### src/rtl/ram_arb_pkg.sv
// ram_arb_pkg: FSM states, requester indices and parity helper shared by the
// RAM port arbiter and its round-robin picker.
package ram_arb_pkg;
    typedef enum logic [1:0] {IDLE, ACCESS, RESP} state_t;
    localparam logic REQ_A = 1'b0;
    localparam logic REQ_B = 1'b1;
    localparam int PAR_MAX_W = 64;
    // Zero-extending a narrower payload into this width leaves its parity unchanged.
    function automatic logic parity_of(input logic [PAR_MAX_W-1:0] data);
        return ^data;
    endfunction
endpackage

### src/rtl/ram_port_arbiter_rr_pick2.sv
// rr_pick2: combinational two-way round-robin selector; on a contest the
// requester not granted last wins.
module rr_pick2
    import ram_arb_pkg::*;
(
    input  logic [1:0] i_req,
    input  logic       i_last_grant,
    output logic [1:0] o_grant,
    output logic       o_any
);
    always_comb begin
        o_grant[REQ_A] = i_req[REQ_A] & (~i_req[REQ_B] | (i_last_grant == REQ_B));
        o_grant[REQ_B] = i_req[REQ_B] & (~i_req[REQ_A] | (i_last_grant == REQ_A));
        o_any = |i_req;
    end
endmodule

### src/rtl/ram_port_arbiter.sv
// ram_port_arbiter: two-requester round-robin sequencer for the single-port parity-tagged RAM.
// Define RAM_ARB_PARITY_CHK_EN to generate read parity checking on rsp_err.
module ram_port_arbiter
    import ram_arb_pkg::*;
#(
    parameter int DATA_WIDTH = 8,
    parameter int ADDR_WIDTH = 8
) (
    input  logic                  clk,
    input  logic                  rst_n,
    input  logic [1:0]            i_req_valid,
    output logic [1:0]            o_req_ready,
    input  logic [1:0]            i_req_we,
    input  logic [ADDR_WIDTH-1:0] i_req_addr_a,
    input  logic [ADDR_WIDTH-1:0] i_req_addr_b,
    input  logic [DATA_WIDTH-1:0] i_req_wdata_a,
    input  logic [DATA_WIDTH-1:0] i_req_wdata_b,
    output logic [1:0]            o_rsp_valid,
    output logic [DATA_WIDTH-1:0] o_rsp_rdata,
    output logic                  o_rsp_err,
    output logic [ADDR_WIDTH-1:0] o_ram_addr,
    output logic [DATA_WIDTH-1:0] o_ram_din,
    output logic                  o_ram_we_n,
    input  logic [DATA_WIDTH:0]   i_ram_dout
);
    state_t                r_state;
    state_t                w_next;
    logic                  w_accept;
    logic [1:0]            w_grant;
    logic                  w_any;
    logic                  w_win;
    logic [1:0]            r_req_ready;
    logic [1:0]            r_rsp_valid;
    logic [DATA_WIDTH-1:0] r_rsp_rdata;
    logic [ADDR_WIDTH-1:0] r_ram_addr;
    logic [DATA_WIDTH-1:0] r_ram_din;
    logic                  r_ram_we_n;
    logic                  r_grant;
    logic                  r_last_grant;
    logic                  r_op_we;

    rr_pick2 u_pick (
        .i_req        (i_req_valid),
        .i_last_grant (r_last_grant),
        .o_grant      (w_grant),
        .o_any        (w_any)
    );

    assign w_win = w_grant[REQ_B];

    always_comb begin
        w_next   = r_state;
        w_accept = (r_state == IDLE) && w_any;
        w_next   = (r_state == IDLE)   ? (w_any ? ACCESS : IDLE) :
                   (r_state == ACCESS) ? RESP : IDLE;
    end

    // last_grant always follows the winner: a repeat sole winner leaves it unchanged.
    always_ff @(posedge clk or negedge rst_n) begin
        if (!rst_n) begin
            r_state      <= IDLE;
            r_req_ready  <= 2'b00;
            r_rsp_valid  <= 2'b00;
            r_rsp_rdata  <= '0;
            r_ram_addr   <= '0;
            r_ram_din    <= '0;
            r_ram_we_n   <= 1'b1;
            r_grant      <= REQ_A;
            r_last_grant <= REQ_B;
            r_op_we      <= 1'b0;
        end else begin
            r_state     <= w_next;
            r_req_ready <= w_accept ? w_grant : 2'b00;
            r_rsp_valid <= (r_state == RESP) ? ((r_grant == REQ_B) ? 2'b10 : 2'b01) : 2'b00;
            if (w_accept) begin
                r_ram_addr   <= w_win ? i_req_addr_b : i_req_addr_a;
                r_ram_din    <= w_win ? i_req_wdata_b : i_req_wdata_a;
                r_ram_we_n   <= ~i_req_we[w_win];
                r_grant      <= w_win;
                r_last_grant <= w_win;
                r_op_we      <= i_req_we[w_win];
            end else if (r_state == ACCESS) begin
                r_ram_we_n   <= 1'b1;
            end
            if (r_state == RESP)
                r_rsp_rdata <= i_ram_dout[DATA_WIDTH:1];
        end
    end

`ifdef RAM_ARB_PARITY_CHK_EN
    logic r_rsp_err;
    always_ff @(posedge clk or negedge rst_n) begin
        if (!rst_n)
            r_rsp_err <= 1'b0;
        else if (r_state == RESP)
            r_rsp_err <= ~r_op_we & (parity_of(PAR_MAX_W'(i_ram_dout[DATA_WIDTH:1])) != i_ram_dout[0]);
    end
    assign o_rsp_err = r_rsp_err;
`else
    logic w_unused_par;
    assign w_unused_par = ^{i_ram_dout[0], r_op_we};
    assign o_rsp_err    = 1'b0;
`endif

    assign o_req_ready = r_req_ready;
    assign o_rsp_valid = r_rsp_valid;
    assign o_rsp_rdata = r_rsp_rdata;
    assign o_ram_addr  = r_ram_addr;
    assign o_ram_din   = r_ram_din;
    assign o_ram_we_n  = r_ram_we_n;
endmodule
### config.mk
export PLATFORM = sky130hd
export DESIGN_NAME = ram_port_arbiter
export DESIGN_NICKNAME = d
export VERILOG_FILES = /design/src/rtl/ram_arb_pkg.sv /design/src/rtl/ram_port_arbiter_rr_pick2.sv /design/src/rtl/ram_port_arbiter.sv
export SDC_FILE = /design/constraint.sdc
export NUM_CORES = 1
export LEC_CHECK = 0
export CORE_MARGIN = 1
export CORE_UTILIZATION = 40
export CTS_CLUSTER_SIZE = 16
export DETAILED_ROUTE_END_ITERATION = 8
export GPL_TIMING_DRIVEN = 0
export MAX_ROUTING_LAYER = met4
export PLACE_DENSITY = 0.81
export SYNTH_ARGS = -nofsm -noshare
export SYNTH_HDL_FRONTEND = slang
export SYNTH_SLANG_ARGS = --single-unit
### constraint.sdc
create_clock -name clk -period 2.85 [get_ports clk]
set_input_delay 0.57 -clock clk [delete_from_list [all_inputs] [get_ports clk]]
set_output_delay 0.57 -clock clk [all_outputs]
set_load 0.01 [all_outputs]
=== Word-level counts from Yosys, hierarchy flattened ===
Index checks and enable logic that the tools add are counted.

* Word-level logic and storage cells: 36
* Output and inout port bits: 30
* Bits of input ports: 47
* Register bits after elaboration: 33

* Reduce and logical (&&, ||, !) cells: 4
* Multiplexer cells: 12
* Eq/ne operators: 2
* $lt $le $gt $ge: 1
* Bitwise gates (word level): 8

{| class="wikitable"
|+ Operator list
! kind !! number
|-
| $mux W8 || 2
|-
| $mux W2 || 5
|-
| $mux W1 || 5
|-
| $not A1 Y1 || 4
|-
| $and A1 B1 Y1 || 2
|-
| $eq A2 B1 Y1 const B || 1
|-
| $eq A2 B2 Y1 const B || 1
|-
| $logic_not A2 Y1 || 1
|-
| $lt A1 B2 Y1 const B || 1
|-
| $or A1 B1 Y1 || 2
|-
| $reduce_bool A2 Y1 || 1
|-
| $reduce_or A2 Y1 || 1
|-
| $logic_and A1 B1 Y1 || 1
|}

=== Logic depth before layout (Yosys ltp) ===
Gate-level depths: netlist of the first run.

* Depth in word-level cells: 7
* Gate-level depth with buffers: 5
* Mapped depth without buffers: 3

=== Modules after synthesis ===
A second synthesis of the first run with hierarchy kept.

* Cell total of the unflattened synthesis: 98
* Area total of the unflattened synthesis: 1465.2 sq um

{| class="wikitable"
|+ Modules (own cells, without submodules)
! module !! times used !! sequential area each (sq um) !! area an instance (sq um) !! cells an instance
|-
| ram_port_arbiter || 1 || 828.3 || 1440.1 || 94
|-
| rr_pick2 || 1 || 0.0 || 25.0 || 4
|}

=== Worst setup path before layout of the first run ===
Ideal clock, no wire load.

* Path kind: input to register
* Start point: in i_req_valid[1]
* End point: reg r_ram_addr[4] (netlist: o_ram_addr[4])
* Setup slack: 1166 ps
* Cell stages on the path: 5
* Library setup time: 125 ps
* Buffers on the path: 2
* Arrival: 1560 ps
* Required time: 2725 ps
* Path through: a21bo_1 -> buf_6 -> buf_8 -> mux2_4 -> mux2_2

* Cells in the longest elaborated chain, start to end: 2
* Elaborated cells between the ends (all ways): 4
* Classes of those cells: mux (1); bitwise (1); reduce/logical (2)

{| class="wikitable"
|+ RTL lines
! element !! line !! source
|-
| from (decl) || ram_port_arbiter.sv:11 || <nowiki>input logic [1:0] i_req_valid,</nowiki>
|-
| $and A1 B1 Y1 / $reduce_or A2 Y1 (equally long branches) || ram_port_arbiter_rr_pick2.sv:13, ram_port_arbiter_rr_pick2.sv:14 ||
|-
| $mux W8 / $logic_and A1 B1 Y1 (equally long branches) || ram_port_arbiter.sv:76, ram_port_arbiter.sv:53 ||
|-
| to (signal assigned) || ram_port_arbiter.sv:76 || <nowiki>r_ram_addr <= w_win ? i_req_addr_b : i_req_addr_a;</nowiki>
|-
| to (decl) || ram_port_arbiter.sv:35 || <nowiki>logic [ADDR_WIDTH-1:0] r_ram_addr;</nowiki>
|}

Parallel ways exist; a longest one is shown, timed or not.
A chain may end at the register's enable or synchronous reset.

=== Worst setup path in the final report of the first run ===
* Start point: in i_req_valid[0]
* End point: reg r_ram_addr[5] (netlist: o_ram_addr[5])

* Cells in the longest elaborated chain, start to end: 4
* Elaborated cells between the ends (all ways): 6
* Classes of those cells: mux (1); bitwise (3); reduce/logical (2)

{| class="wikitable"
|+ RTL lines
! element !! line !! source
|-
| $not A1 Y1 || ram_port_arbiter_rr_pick2.sv:13 || <nowiki>o_grant[REQ_B] = i_req[REQ_B] & (~i_req[REQ_A] | (i_last_grant == REQ_A));</nowiki>
|-
| $or A1 B1 Y1 || ram_port_arbiter_rr_pick2.sv:13 ||
|-
| $and A1 B1 Y1 || ram_port_arbiter_rr_pick2.sv:13 ||
|-
| $mux W8 || ram_port_arbiter.sv:76 ||
|}

Parallel ways exist; a longest one is shown, timed or not.

==> reports/metrics.yaml, run 1 <==
post-route-period-util_pct: 70.8
timing.hold.ws_ns: 0.276
cp_data_arrival_time_ns: 2.24
grt_usage_pct: 19.0
cts_tree: "done"
clock-skew-final_ns: 0.0125
yosysMostFrequentCell: "mux2_2"
ctsResizeCount: 0
clkLatencyLatePin_ns: 0.33
cts-root-buf: "clkbuf_4"
antenna_found_initial: 0
vias: 1052
synthMuxAreaShare_pct: 34.2
numCtsBuffers: 5
via_per_inst: 4.70
synth_top_family_by_area: "multiplexers"
r2r_cells: 5
synth_area_leaders: "dfrtp_1 53%, mux2_2 26%, mux2_4 7.2%, dfstp_2 3.6%, buf_8 1.0%"
async_flop_share_pct: 100
drtAntennaViolNets: 0
syn-num-nets: 143
crit_type: "in2reg"
layout_min_cycle_time_ns: 2.02
max_cap_viol_count: 0
cts_hold_buf: 0
seq_area_frac_synth_pct: 56.8
core_area_um2: 3420
synth_flop_cell: "dfrtp_1"
syn-cell-area_um2: 1460
num_rows: 21
outcome: "finished clean"
grt_pass1_vias: 1191
final.setup.worst_slack_ns: 0.831
drive_gt1_share_pct: 32.0
gp_congestion: 0.738
r2r_start: "r_last_grant"
finalSetupViolations: 0
fin_setup_tns_ns: 0
yosys.area.top_type_share_pct: 53.2
synth_compound_area_share_pct: 2.58
yosys.area.top_type: "dfrtp_1"
cpPeakStageDelay_ns: 0.47
startpoint: "i_req_valid[0]"
fin_nets: 224
grt_pass1_wl_mm: 5.40
syn_inst: 96
dp_slack_ns: 0.474
gr-total-overflow: 0
total_leakage_power_nw: 1.01
yosys-top-cells-count: "34 x mux2_2, 31 x dfrtp_1, 7 x mux2_4"
yosysWarnings: 0
path_clk_slew_ns: 0.10
antennaDiodeCount: 0
drt_iter0_drc: 17
worstPathMaxFanout: 10
crit_path_cell_trace: "clkdlybuf4s50_1 -> o21ai_2 -> buf_2 -> mux2_2"
fmax_ghz: 0.495
synthAdderAreaFrac_pct: 0
finish.utilization_pct: 68.4
ir_drop_uv: 582
synth_xor_area_share_pct: 0
synth_seq_cells: 33
die_h_um: 62.4
synth.avg_cell_area_um2: 15.2
die_area_um2: 3890
finalMaxSlewViolations: 0
cts_max_level: 2
relSlewSlack_pct: 53.6
hp-class: "in2async"
synthSimpleGateAreaFrac_pct: 2.75
hold_violations: 0
avgRoutedWirePerCell_um: 14.1
drtPass1Iterations: 3
die_x_um: 62.4
io_buffers: 74
power_density_nw_per_um2: 967
netlist-cell-type-count: 22
worstSetupEndpointType: "register"
ios: 77
slowest_stage: "clkdlybuf4s50_1"
dpl.hpwl_mm: 2.48
endpoint: "o_ram_addr[5]"
start_kind: "input port"
route.detailed.drc: 0
wirelength_mm: 3.17
rsz0062_at_grt: "no"
required_ns: 3.07
cts_num_sinks: 33
fillCellCount: 252
synth-edff-count: 0
initial_core_util_pct: 42.7
cts.path.max_buffers: 2
area_delta_synth_final_pct: 60.3
tightest_slew_ns: 0.695
timing.rr.end: "o_ram_din[7]"
post_cts_buffers: 0
grt_start_max_net_pins: 34
rrSetupSlack_ns: 1.16
[critical path, delay by kind of cell]
family                 cells  cell delay, ns
buffers and inverters      2            0.83
muxes                      1            0.37
AOI/OAI and AO/OA          1            0.47
[logic make-up after synthesis]
| family | Yosys count |
|---|---|
| buffers and inverters | 7 |
| DFF | 33 |
| and+or+nand+nor | 8 |
| muxes | 42 |
| other | 1 |
| AOI/OAI and AO/OA | 5 |
[cell type report]
class                           instances  area (um^2)  area share, %
Buffer                                  5         42.5           1.82
Clock buffer                            7         55.1           2.36
Clock inverter                          1         30.0           1.29
Inverter                                2         7.51          0.321
Multi-Input combinational cell         56          579           24.8
Sequential cell                        33          828           35.5
Tap cell                               46         57.6           2.46
Timing Repair Buffer                   74          736           31.5
[how the worst min path moves through the flow]
| stage | to | slack (ns) | start | cells after the start |
|---|---|---|---|---|
| 3_3_place_gp | o_rsp_valid[0] | 0.47 | r_grant | 1 |
| 4_1_cts | o_ram_din[0] | 0.30 | rst_n | 1 |
| 2_1_floorplan | o_ram_addr[0] | 0.27 | rst_n | 0 |
| 3_5_place_dp | o_rsp_valid[0] | 0.48 | r_grant | 1 |
| 5_1_grt | o_rsp_rdata[1] | 0.32 | rst_n | 1 |
| 6_report | o_ram_din[0] | 0.28 | rst_n | 1 |
[state kept, by name (all words and copies together) (netlist names)]
signal / flops
o_ram_addr: 8
o_ram_din: 8
o_rsp_rdata: 8
o_req_ready: 2
o_rsp_valid: 2
r_state: 2
o_ram_we_n: 1
r_grant: 1
r_last_grant: 1
[through the flow]
stage	cell area, um^2	power [mW]	instances
after global placement	2260	1.88	216
after global routing	2340	2.40	224
after CTS	2340	2.28	224
final	2340	2.26	224
after floorplan	1460	1.36	96
after detailed placement	2250	1.92	216
[placed cells by master, fill, tap and decap left out]
cell             netlist  layout
o21ai_2                1       1
nor2b_1                1       1
clkbuf_4               0       5
conb_1                 1       1
and3_2                 1       1
dfrtp_1               31      31
a21oi_1                1       1
dfstp_2                2       2
nor3_1                 1       1
mux2_4                 7       7
buf_2                  1       2
clkbuf_8               0       1
nor2_1                 4       4
buf_6                  1       1
a21o_1                 1       1
clkdlybuf4s50_1        0      73
mux2i_1                1       1
buf_4                  1       1
a31oi_1                1       1
nand2b_1               1       1
inv_1                  2       2
buf_8                  1       1
bufinv_16              0       1
mux2_2                34      34
clkbuf_1               1       2
a21bo_1                1       1
[layer usage]
metal  vias to the layer above  track usage [%]  wire, um
li1                        492                -         -
met1                       508             18.1      1190
met2                        48             35.4      1710
met3                         4             5.33       231
met4                         0             7.85        35
met5                         -                -         0
[where the power goes]
group	switching, mW	internal, mW
clock	0.152	0.210
sequential	0.110	0.706
combinational	0.397	0.685
Note: power is estimated with default switching activity, not from simulation.
==> inputs of run 2 (changes only) <==
Settings changed: CORE_UTILIZATION 40 to 39, PLACE_DENSITY 0.81 to 0.8.
Clock period 2.85 ns to 2.1 ns, I/O delays scaled along.
==> run 2 against run 1 <==
Compared with the run above: clock-buffer cell count is 1 higher; non-clock buffer count did not move; first-iteration DRC count up 110%; cell area up 0.21%; clock power is 34% higher; critical path depth unchanged; register-to-register slack lost 0.71 ns; worst setup slack got worse by 0.60 ns; clock skew is 0.0062 ns lower; via count increased by 1.4%; critical endpoint unchanged; largest power group unchanged; highest routed layer unchanged.
==> reports/metrics.yaml, run 2 (synthesized netlist as in run 1, its figures left out) <==
outcome: "finished clean"
power_density_nw_per_um2: 1300  # +34%
max_cap_viol_count: 0  # unchanged
cp_data_arrival_time_ns: 2.04  # -0.20 ns
clkLatencyLatePin_ns: 0.28  # -0.05 ns
grt_start_max_net_pins: 34  # unchanged
p_total_mw: 3.04  # +35%
seqCellArea_um2: 828  # unchanged
num_rows: 21  # unchanged
final.setup.worst_slack_ns: 0.227  # -0.604 ns
ir_drop_uv: 662  # +14%
die_area_um2: 3990  # +2.5%
route.detailed.drc: 0  # unchanged
gp_congestion: 0.698  # -5.4%
rrSetupSlack_ns: 0.45  # -0.71 ns
io_buffers: 74  # unchanged
cts_max_level: 2  # unchanged
finalSetupViolations: 0  # unchanged
grt_pass1_vias: 1164  # -2.3%
ctsResizeCount: 0  # unchanged
post_cts_buffers: 0  # unchanged
die_x_um: 63.1  # +1.2%
hp-class: "in2async"
cts_num_sinks: 33  # unchanged
vias: 1067  # +1.4%
drt_iter0_drc: 36  # +19
relSlewSlack_pct: 52.3  # -1.4 points
antennaDiodeCount: 0  # unchanged
area_delta_synth_final_pct: 60.6
start_kind: "input port"
layout.cells.most_common: "clkdlybuf4s50_1"
ios: 77  # unchanged
grt_usage_pct: 18.5  # -0.48 points
antenna_found_initial: 0  # unchanged
drive_gt1_share_pct: 31.5  # -0.56 points
clock-skew-final_ns: 0.00635  # -0.00618 ns
cts_tree: "done"
post-route-period-util_pct: 89.2
layout_min_cycle_time_ns: 1.87
r2r_start: "r_last_grant"
die_h_um: 63.1  # +1.2%
tightest_slew_ns: 0.716  # +0.0206 ns
r2r_cells: 5  # unchanged
crit_type: "in2reg"
cts-root-buf: "clkbuf_8"
rsz0062_at_grt: "no"
drtAntennaViolNets: 0  # unchanged
final_cell_mix: "73 x clkdlybuf4s50_1, 34 x mux2_2, 31 x dfrtp_1, 7 x mux2_4, 6 x clkbuf_8"
wirelength_mm: 3.18  # +0.51%
drtPass1Iterations: 3  # unchanged
worstPathMaxFanout: 10  # unchanged
hold_violations: 0  # unchanged
gr-total-overflow: 0  # unchanged
initial_core_util_pct: 42.0  # -0.65 points
cts.path.max_buffers: 2  # unchanged
dp_slack_ns: -0.119  # -0.593 ns
fin_nets: 224  # unchanged
total_leakage_power_nw: 1.01  # unchanged
avgRoutedWirePerCell_um: 14.2  # +0.51%
fillCellCount: 272  # +7.9%
grt_pass1_wl_mm: 5.25  # -2.7%
cts_hold_buf: 0  # unchanged
numCtsBuffers: 5  # unchanged
via_per_inst: 4.76  # +1.4%
multi_input_area_um2: 579  # unchanged
fmax_ghz: 0.534
worstSetupEndpointType: "register"
core_area_um2: 3470  # +1.5%
finalMaxSlewViolations: 0  # unchanged
timing.rr.end: "o_ram_addr[5]"
required_ns: 2.27  # -0.80 ns
path_clk_slew_ns: 0.07  # -0.03 ns
finish.utilization_pct: 67.5  # -0.89 points
## run 2: cell types whose count changed in the layout (fill, tap and decap cells not counted)
cell	previous run	this run
bufinv_16	1	0
clkbuf_1	2	3
clkbuf_8	1	6
clkbuf_4	5	0
## run 2: stage by stage
stage | setup TNS (ns) | instance area (um^2) | cells | hold slack [ns]
final | 0 | 2340 | 224 | 0.189
after global routing | 0 | 2340 | 224 | 0.244
after CTS | 0 | 2340 | 224 | 0.201
after detailed placement | -0.793 | 2250 | 216 | 0.460
after global placement | -0.616 | 2260 | 216 | 0.455
after floorplan | 0 | 1460 | 96 | 0.124
## run 2: how the worst max path moves through the flow
| stage | slack [ns] | start | depth (start not counted) | to |
|---|---|---|---|---|
| finish | 0.23 | i_req_valid[0] | 4 | o_ram_addr[5] |
| global route | 0.11 | i_req_valid[0] | 4 | o_ram_addr[4] |
| CTS | 0.19 | i_req_valid[0] | 4 | o_ram_addr[5] |
| detailed placement | -0.12 | i_req_valid[0] | 4 | o_ram_addr[5] |
| global placement | -0.09 | i_req_valid[0] | 4 | o_ram_addr[6] |
| floorplan | 0.53 | r_last_grant | 5 | o_ram_addr[4] |
## run 2: layer usage
metal	wire (um)	vias up	track usage [%]
li1	-	496	-
met1	1130	517	16.9
met2	1750	47	33.9
met3	230	7	6.88
met4	72	0	7.85
met5	0	-	-
## run 2: layout make-up
type	instances	area share [%]
sequential	33	35.4
multi-input combinational	56	24.7
inverter	2	0.321
clock buffer	8	3.85
buffer	5	1.82
tap	46	2.46
timing repair buffer	74	31.4
## run 2: power by group
| group | internal, mW | switching, mW | total [mW] | leakage [nW] |
|---|---|---|---|---|
| Sequential | 0.961 | 0.147 | 1.11 | 0.392 |
| Combinational | 0.930 | 0.524 | 1.45 | 0.570 |
| Clock | 0.267 | 0.215 | 0.482 | 0.0455 |
## run 2: critical path, cell delays in order
cell             delay (ns)
clkdlybuf4s50_1        0.47
o21ai_2                0.44
buf_2                  0.34
mux2_2                 0.36
